==> src/rtl/bram_port_arbiter_if.sv <==
// Request/grant bundle between the fetch reader, the writeback writer and the BRAM port arbiter.
// Pure wiring, no latency; the arbiter holds off a requester by leaving its grant low.
interface bram_port_arbiter_if #(
    parameter int ADDR_W = 19,
    parameter int DATA_W = 8
);
    logic              rd_req_i;
    logic [ADDR_W-1:0] rd_addr_i;
    logic              rd_gnt_o;
    logic [DATA_W-1:0] rd_data_o;
    logic              rd_valid_o;
    logic              wr_req_i;
    logic [ADDR_W-1:0] wr_addr_i;
    logic [DATA_W-1:0] wr_data_i;
    logic              wr_gnt_o;

    modport slave (
        input  rd_req_i, rd_addr_i, wr_req_i, wr_addr_i, wr_data_i,
        output rd_gnt_o, rd_data_o, rd_valid_o, wr_gnt_o
    );

    modport master (
        output rd_req_i, rd_addr_i, wr_req_i, wr_addr_i, wr_data_i,
        input  rd_gnt_o, rd_data_o, rd_valid_o, wr_gnt_o
    );
endinterface

==> src/rtl/bram_port_arbiter.sv <==
// Shares one BRAM port between a reader and a writer in bursts of up to BURST_LEN beats.
// Grant is combinational, BRAM drive one cycle after grant, rd_valid RD_LAT cycles later; losers wait on gnt low.
module bram_port_arbiter #(
    parameter int ADDR_W    = 19,
    parameter int DATA_W    = 8,
    parameter int BURST_LEN = 16,
    parameter int RD_LAT    = 1
) (
    input  logic                clk,
    input  logic                rst_n,
    bram_port_arbiter_if.slave  req,
    output logic                ena_o,
    output logic                wea_o,
    output logic [ADDR_W-1:0]   addr_o,
    output logic [DATA_W-1:0]   d2mem_o,
    input  logic [DATA_W-1:0]   mem2d_i,
    output logic [1:0]          state_o
);

    typedef enum logic [1:0] {
        S_IDLE = 2'd0,
        S_RD   = 2'd1,
        S_WR   = 2'd2
    } state_t;

    localparam logic [7:0] BURST = 8'(BURST_LEN);

    state_t              state_q, state_d;
    logic [7:0]          cnt_q, cnt_d;
    logic                last_wr_q, last_wr_d;
    logic                ena_q, ena_d;
    logic                wea_q, wea_d;
    logic [ADDR_W-1:0]   addr_q, addr_d;
    logic [DATA_W-1:0]   d2mem_q, d2mem_d;
    logic [RD_LAT-1:0]   vld_q, vld_d;

    logic arb;
    logic rd_win;
    logic wr_win;
    logic rd_gnt;
    logic wr_gnt;

    // State register
    always_ff @(posedge clk or negedge rst_n) begin
        if (!rst_n) begin
            state_q   <= S_IDLE;
            cnt_q     <= 8'd0;
            last_wr_q <= 1'b1;
        end else begin
            state_q   <= state_d;
            cnt_q     <= cnt_d;
            last_wr_q <= last_wr_d;
        end
    end

    // Next state: re-arbitrate when idle, when the owner lets go, or when its burst is used up
    always_comb begin
        arb = !(state_q == S_RD || state_q == S_WR)
            || (state_q == S_RD && !req.rd_req_i)
            || (state_q == S_WR && !req.wr_req_i)
            || (cnt_q == BURST);
        rd_win = 1'b0;
        wr_win = 1'b0;
        if (arb) begin
            if (req.rd_req_i && req.wr_req_i) begin
                rd_win = last_wr_q;
                wr_win = !last_wr_q;
            end else begin
                rd_win = req.rd_req_i;
                wr_win = req.wr_req_i;
            end
        end

        state_d   = state_q;
        cnt_d     = cnt_q;
        last_wr_d = last_wr_q;
        if (arb) begin
            if (rd_win) begin
                state_d   = S_RD;
                cnt_d     = 8'd1;
                last_wr_d = 1'b0;
            end else if (wr_win) begin
                state_d   = S_WR;
                cnt_d     = 8'd1;
                last_wr_d = 1'b1;
            end else begin
                state_d = S_IDLE;
                cnt_d   = 8'd0;
            end
        end else begin
            cnt_d = cnt_q + 8'd1;
        end
    end

    // Outputs: grants are held low for the whole time reset is asserted
    always_comb begin
        rd_gnt = rst_n && (arb ? rd_win : (state_q == S_RD));
        wr_gnt = rst_n && (arb ? wr_win : (state_q == S_WR));

        ena_d   = rd_gnt || wr_gnt;
        wea_d   = wr_gnt;
        addr_d  = addr_q;
        d2mem_d = d2mem_q;
        if (wr_gnt) begin
            addr_d  = req.wr_addr_i;
            d2mem_d = req.wr_data_i;
        end else if (rd_gnt) begin
            addr_d = req.rd_addr_i;
        end

        vld_d    = vld_q << 1;
        vld_d[0] = ena_q && !wea_q;
    end

    always_ff @(posedge clk or negedge rst_n) begin
        if (!rst_n) begin
            ena_q   <= 1'b0;
            wea_q   <= 1'b0;
            addr_q  <= '0;
            d2mem_q <= '0;
            vld_q   <= '0;
        end else begin
            ena_q   <= ena_d;
            wea_q   <= wea_d;
            addr_q  <= addr_d;
            d2mem_q <= d2mem_d;
            vld_q   <= vld_d;
        end
    end

    assign req.rd_gnt_o   = rd_gnt;
    assign req.wr_gnt_o   = wr_gnt;
    assign req.rd_data_o  = mem2d_i;
    assign req.rd_valid_o = vld_q[RD_LAT-1];

    assign ena_o   = ena_q;
    assign wea_o   = wea_q;
    assign addr_o  = addr_q;
    assign d2mem_o = d2mem_q;
    assign state_o = state_q;

endmodule

==> src/flat_wrapper.sv <==
// flat-port wrapper written by rule: the top's interface ports become plain ports
module bram_port_arbiter_flat 
#(
    parameter int ADDR_W    = 19,
    parameter int DATA_W    = 8,
    parameter int BURST_LEN = 16,
    parameter int RD_LAT    = 1
)
  (clk, rst_n, ena_o, wea_o, addr_o, d2mem_o, mem2d_i, state_o, req_rd_req_i, req_rd_addr_i, req_wr_req_i, req_wr_addr_i, req_wr_data_i, req_rd_gnt_o, req_rd_data_o, req_rd_valid_o, req_wr_gnt_o);
  bram_port_arbiter_if #(.ADDR_W(ADDR_W), .DATA_W(DATA_W)) req_i ();
  input  logic clk;
  input  logic rst_n;
  output logic ena_o;
  output logic wea_o;
  output logic [ADDR_W-1:0] addr_o;
  output logic [DATA_W-1:0] d2mem_o;
  input  logic [DATA_W-1:0] mem2d_i;
  output logic [1:0] state_o;
  input wire logic [$bits(req_i.rd_req_i)-1:0] req_rd_req_i;
  input wire logic [$bits(req_i.rd_addr_i)-1:0] req_rd_addr_i;
  input wire logic [$bits(req_i.wr_req_i)-1:0] req_wr_req_i;
  input wire logic [$bits(req_i.wr_addr_i)-1:0] req_wr_addr_i;
  input wire logic [$bits(req_i.wr_data_i)-1:0] req_wr_data_i;
  output wire logic [$bits(req_i.rd_gnt_o)-1:0] req_rd_gnt_o;
  output wire logic [$bits(req_i.rd_data_o)-1:0] req_rd_data_o;
  output wire logic [$bits(req_i.rd_valid_o)-1:0] req_rd_valid_o;
  output wire logic [$bits(req_i.wr_gnt_o)-1:0] req_wr_gnt_o;
  assign req_i.rd_req_i = req_rd_req_i;
  assign req_i.rd_addr_i = req_rd_addr_i;
  assign req_i.wr_req_i = req_wr_req_i;
  assign req_i.wr_addr_i = req_wr_addr_i;
  assign req_i.wr_data_i = req_wr_data_i;
  assign req_rd_gnt_o = req_i.rd_gnt_o;
  assign req_rd_data_o = req_i.rd_data_o;
  assign req_rd_valid_o = req_i.rd_valid_o;
  assign req_wr_gnt_o = req_i.wr_gnt_o;
  bram_port_arbiter #(.ADDR_W(ADDR_W), .DATA_W(DATA_W), .BURST_LEN(BURST_LEN), .RD_LAT(RD_LAT)) u_core (.clk(clk), .rst_n(rst_n), .req(req_i), .ena_o(ena_o), .wea_o(wea_o), .addr_o(addr_o), .d2mem_o(d2mem_o), .mem2d_i(mem2d_i), .state_o(state_o));
endmodule
==> config.mk <==
export PLATFORM = sky130hd
export DESIGN_NAME = bram_port_arbiter_flat
export DESIGN_NICKNAME = d
export VERILOG_FILES = /design/src/rtl/bram_port_arbiter_if.sv /design/src/rtl/bram_port_arbiter.sv /design/src/flat_wrapper.sv
export SDC_FILE = /design/constraint.sdc
export NUM_CORES = 1
export LEC_CHECK = 0
export CAP_MARGIN = 25
export CORE_MARGIN = 4
export CORE_UTILIZATION = 40
export CTS_CLUSTER_DIAMETER = 100
export DETAILED_ROUTE_END_ITERATION = 12
export PLACE_DENSITY = 0.81
export SYNTH_ARGS = -nofsm -noshare
export SYNTH_HDL_FRONTEND = slang
export SYNTH_SLANG_ARGS = --single-unit
==> constraint.sdc <==
create_clock -name clk -period 2.7 [get_ports clk]
set_input_delay 0.54 -clock clk [delete_from_list [all_inputs] [get_ports clk]]
set_output_delay 0.54 -clock clk [all_outputs]
set_load 0.01 [all_outputs]
==> out/results.ini, run 1 <==
[timing]
finalHoldViolCount=0
grt_setup_unrepaired=no
max_freq_mhz=385
setup_violations=0
finalClockSkew_ns=0.00663
worst_pin_slew_ns=0.461
relSlewSlack_pct=69.3
setup_tns_ns=0
drv_slew=0
hold_slack_ns=0.120
fin_crit_ns=2.60
period_share_pct=96.1

[critical_path]
crit_buf_inv=2
arrival_ns=2.06
crit_required_ns=2.16
r2r_slack_ns=0.44
r2r_cells=5
start_kind=register
path_cells=or4b_4 -> o22ai_4 -> mux2_4 -> inv_2 -> clkdlybuf4s15_2
critPathMaxFanout=3
critPathSlowestCell=or4b_4
r2r-start=u_core.cnt_q[5]
slowest_delay_ns=0.56
reg2reg_to=u_core.d2mem_o[1]
critPathCaptureType=primary output
cp_top_family=simple AND/OR/NAND/NOR gates
crit_type=reg2out

[clock_network]
path_clk_slew_ns=0.08
post_cts_buffers=0
cts_buffers=5
clock_sinks=41
cts-root-buf=clkbuf_8
htreeDepth=2
cts_tree=yes
cts_hold_buf=0
cts_buffer_depth=2
clk_latency_ns=0.29

[route]
via_count=1545
dr.pass1.iters=4
drtIter0Drc=74
post-route-drc-count=0
routed_wl_um=4400
antenna_left=0
avgViaCountPerCell=4.68
wl_per_cell_um=13.3

[synthesis]
synth_commonest_cells=dfrtp_1, nor2_1, mux2i_1
ys_warn_count=0
synth_flop_cell=dfrtp_1
synth-async-reset-ratio_pct=100
syn-num-nets=235
synth_enable_flop_cells=0
synth_cell_types=30
synthCells=175
seq_area_frac_synth_pct=52.8
yosys.cell_count.top_type=dfrtp_1
synth_top_area_share_pct=51.4
syn-mean-instance-area_um2=11.1
syn-cell-area_um2=1950
ys_ff_latch=41
yosysTopAreaCell=dfrtp_1
yosys-top-cells-area=dfrtp_1, mux2i_1, nor2_1, a21oi_1, mux2_1

[die]
die_h_um=77.7
start_util_pct=41.2
num_rows=25
core_area_um2=4720
chipWidth_um=77.7
die_area_um2=6040
num_io_pins=100

[cells_and_area]
drive_gt1_share_pct=12.9
nFillCells=407
diodes=0
area_growth_pct=50.2
fin_nets=322

[power_and_ir_drop]
vdd_drop_max_mv=0.412
powerDensity_nw_per_um2=883
leakage_nw=1.36

[min_path]
hp-class=in2async

[global_routing]
grt_usage_pct=15.1
antenna_found_initial=0
grt_first_pass_wirelength_um=7310
grt_pass1_vias=1625
grt_remaining_overflow=0
grt_max_degree=48

[placement]
io_buffer_count=83
globalplace.congestion=0.728
dpl.hpwl_um=3350

[run]
drv_cap=0

[outcome]
outcome=completed

-- final cells by class --
cell class | count | area, um2 | share of cell area (%)
Timing Repair Buffer | 96 | 926 | 31.7
Tap cell | 67 | 83.8 | 2.87
Clock inverter | 3 | 17.5 | 0.600
Inverter | 7 | 26.3 | 0.899
Clock buffer | 5 | 68.8 | 2.36
Sequential cell | 41 | 1030 | 35.2
Multi-Input combinational cell | 111 | 772 | 26.4
-- worst max path at each step --
| stage | from | endpoint | slack [ns] | cells after the start |
|---|---|---|---|---|
| global route | u_core.cnt_q[0] | req_wr_gnt_o | 0.02 | 7 |
| CTS | u_core.cnt_q[0] | req_wr_gnt_o | 0.06 | 7 |
| floorplan | u_core.cnt_q[0] | req_wr_gnt_o | 0.20 | 8 |
| detailed placement | req_wr_req_i | req_wr_gnt_o | -0.25 | 6 |
| finish | u_core.cnt_q[5] | req_wr_gnt_o | 0.10 | 5 |
| global placement | req_wr_req_i | req_wr_gnt_o | -0.22 | 6 |
-- through the flow --
stage,power [mW],cells,cell area (um2),worst slack (ns),util (%)
finish,2.58,330,2920,0.105,61.9
global placement,2.18,322,2830,-0.223,59.8
global route,2.76,330,2920,0.0219,61.9
CTS,2.62,330,2920,0.0584,61.9
detailed placement,2.21,322,2830,-0.250,59.8
floorplan,1.57,175,1950,0.205,-
-- sequential cells by signal, summed over array words and instances (netlist names) --
signal,count
u_core.d2mem_o,8
u_core.req.rd_valid_o,1
u_core.last_wr_q,1
u_core.addr_o,19
u_core.cnt_q,8
u_core.state_o,2
u_core.ena_o,1
u_core.wea_o,1
-- timing repair --
action	in CTS	in global routing
pin swaps	1	1
gates resized for setup	8	1
endpoints found under the setup margin	2	1
-- cells in the final DEF, fill, tap and decap left out, types with 2 or more instances in the layout --
cell and count:
nand2_1 7, nor2b_1 2, nand3_1 5, nor2_1 27, and3_1 2, ha_1 2, mux2i_1 20, clkdlybuf4s15_2 2
clkbuf_8 5, o21ai_0 2, clkinv_2 2, mux2_4 2, xor2_1 4, a21oi_1 19, inv_2 3, xnor2_1 2
buf_4 13, clkdlybuf4s50_1 80, and3b_1 2, inv_1 4, mux2_1 8, dfrtp_1 40
-- logic make-up after synthesis --
| logic type | Yosys count | share of synthesized area [%] |
|---|---|---|
| DFF | 41 | 52.8 |
| AOI/OAI and AO/OA | 24 | 7.27 |
| xor gates and xnor gates | 6 | 2.70 |
| muxes | 30 | 16.3 |
| buffers and inverters | 23 | 7.85 |
| adders and majority gates | 2 | 1.29 |
| and+or+nand+nor | 49 | 11.8 |
-- routing by layer --
layer / GRT usage, % / part of all wire (%) / vias to the layer above
met5: 0 / 0 / -
met4: 4.27 / 0.84 / 0
met3: 5.57 / 7.5 / 4
met2: 27.9 / 54 / 50
met1: 15.9 / 37 / 740
li1: - / - / 751
-- power breakdown --
| part | switching, mW | leakage (nW) | internal [mW] | total, mW |
|---|---|---|---|---|
| Sequential | 0.126 | 0.488 | 0.860 | 0.986 |
| Clock | 0.216 | 0.0439 | 0.178 | 0.395 |
| Combinational | 0.486 | 0.824 | 0.714 | 1.20 |
(Power assumes the default switching activity.)
==> inputs of run 2 (changes only) <==
--- a/config.mk
+++ b/config.mk
@@ -9,6 +9,7 @@
 export CORE_MARGIN = 4
 export CORE_UTILIZATION = 40
 export CTS_CLUSTER_DIAMETER = 100
+export CTS_CLUSTER_SIZE = 12
 export DETAILED_ROUTE_END_ITERATION = 12
 export PLACE_DENSITY = 0.81
 export SYNTH_ARGS = -nofsm -noshare
==> results of run 2 <==
The final DEF is identical to that of run 1; final timing and power are the same.
==> inputs of run 3 (changes only) <==
--- a/config.mk
+++ b/config.mk
@@ -5,6 +5,7 @@
 export SDC_FILE = /design/constraint.sdc
 export NUM_CORES = 1
 export LEC_CHECK = 0
+export ABC_CLOCK_PERIOD_IN_PS = 2700
 export CAP_MARGIN = 25
 export CORE_MARGIN = 4
 export CORE_UTILIZATION = 40
==> results of run 3 <==
The final DEF is identical to that of run 1; final timing and power are the same.
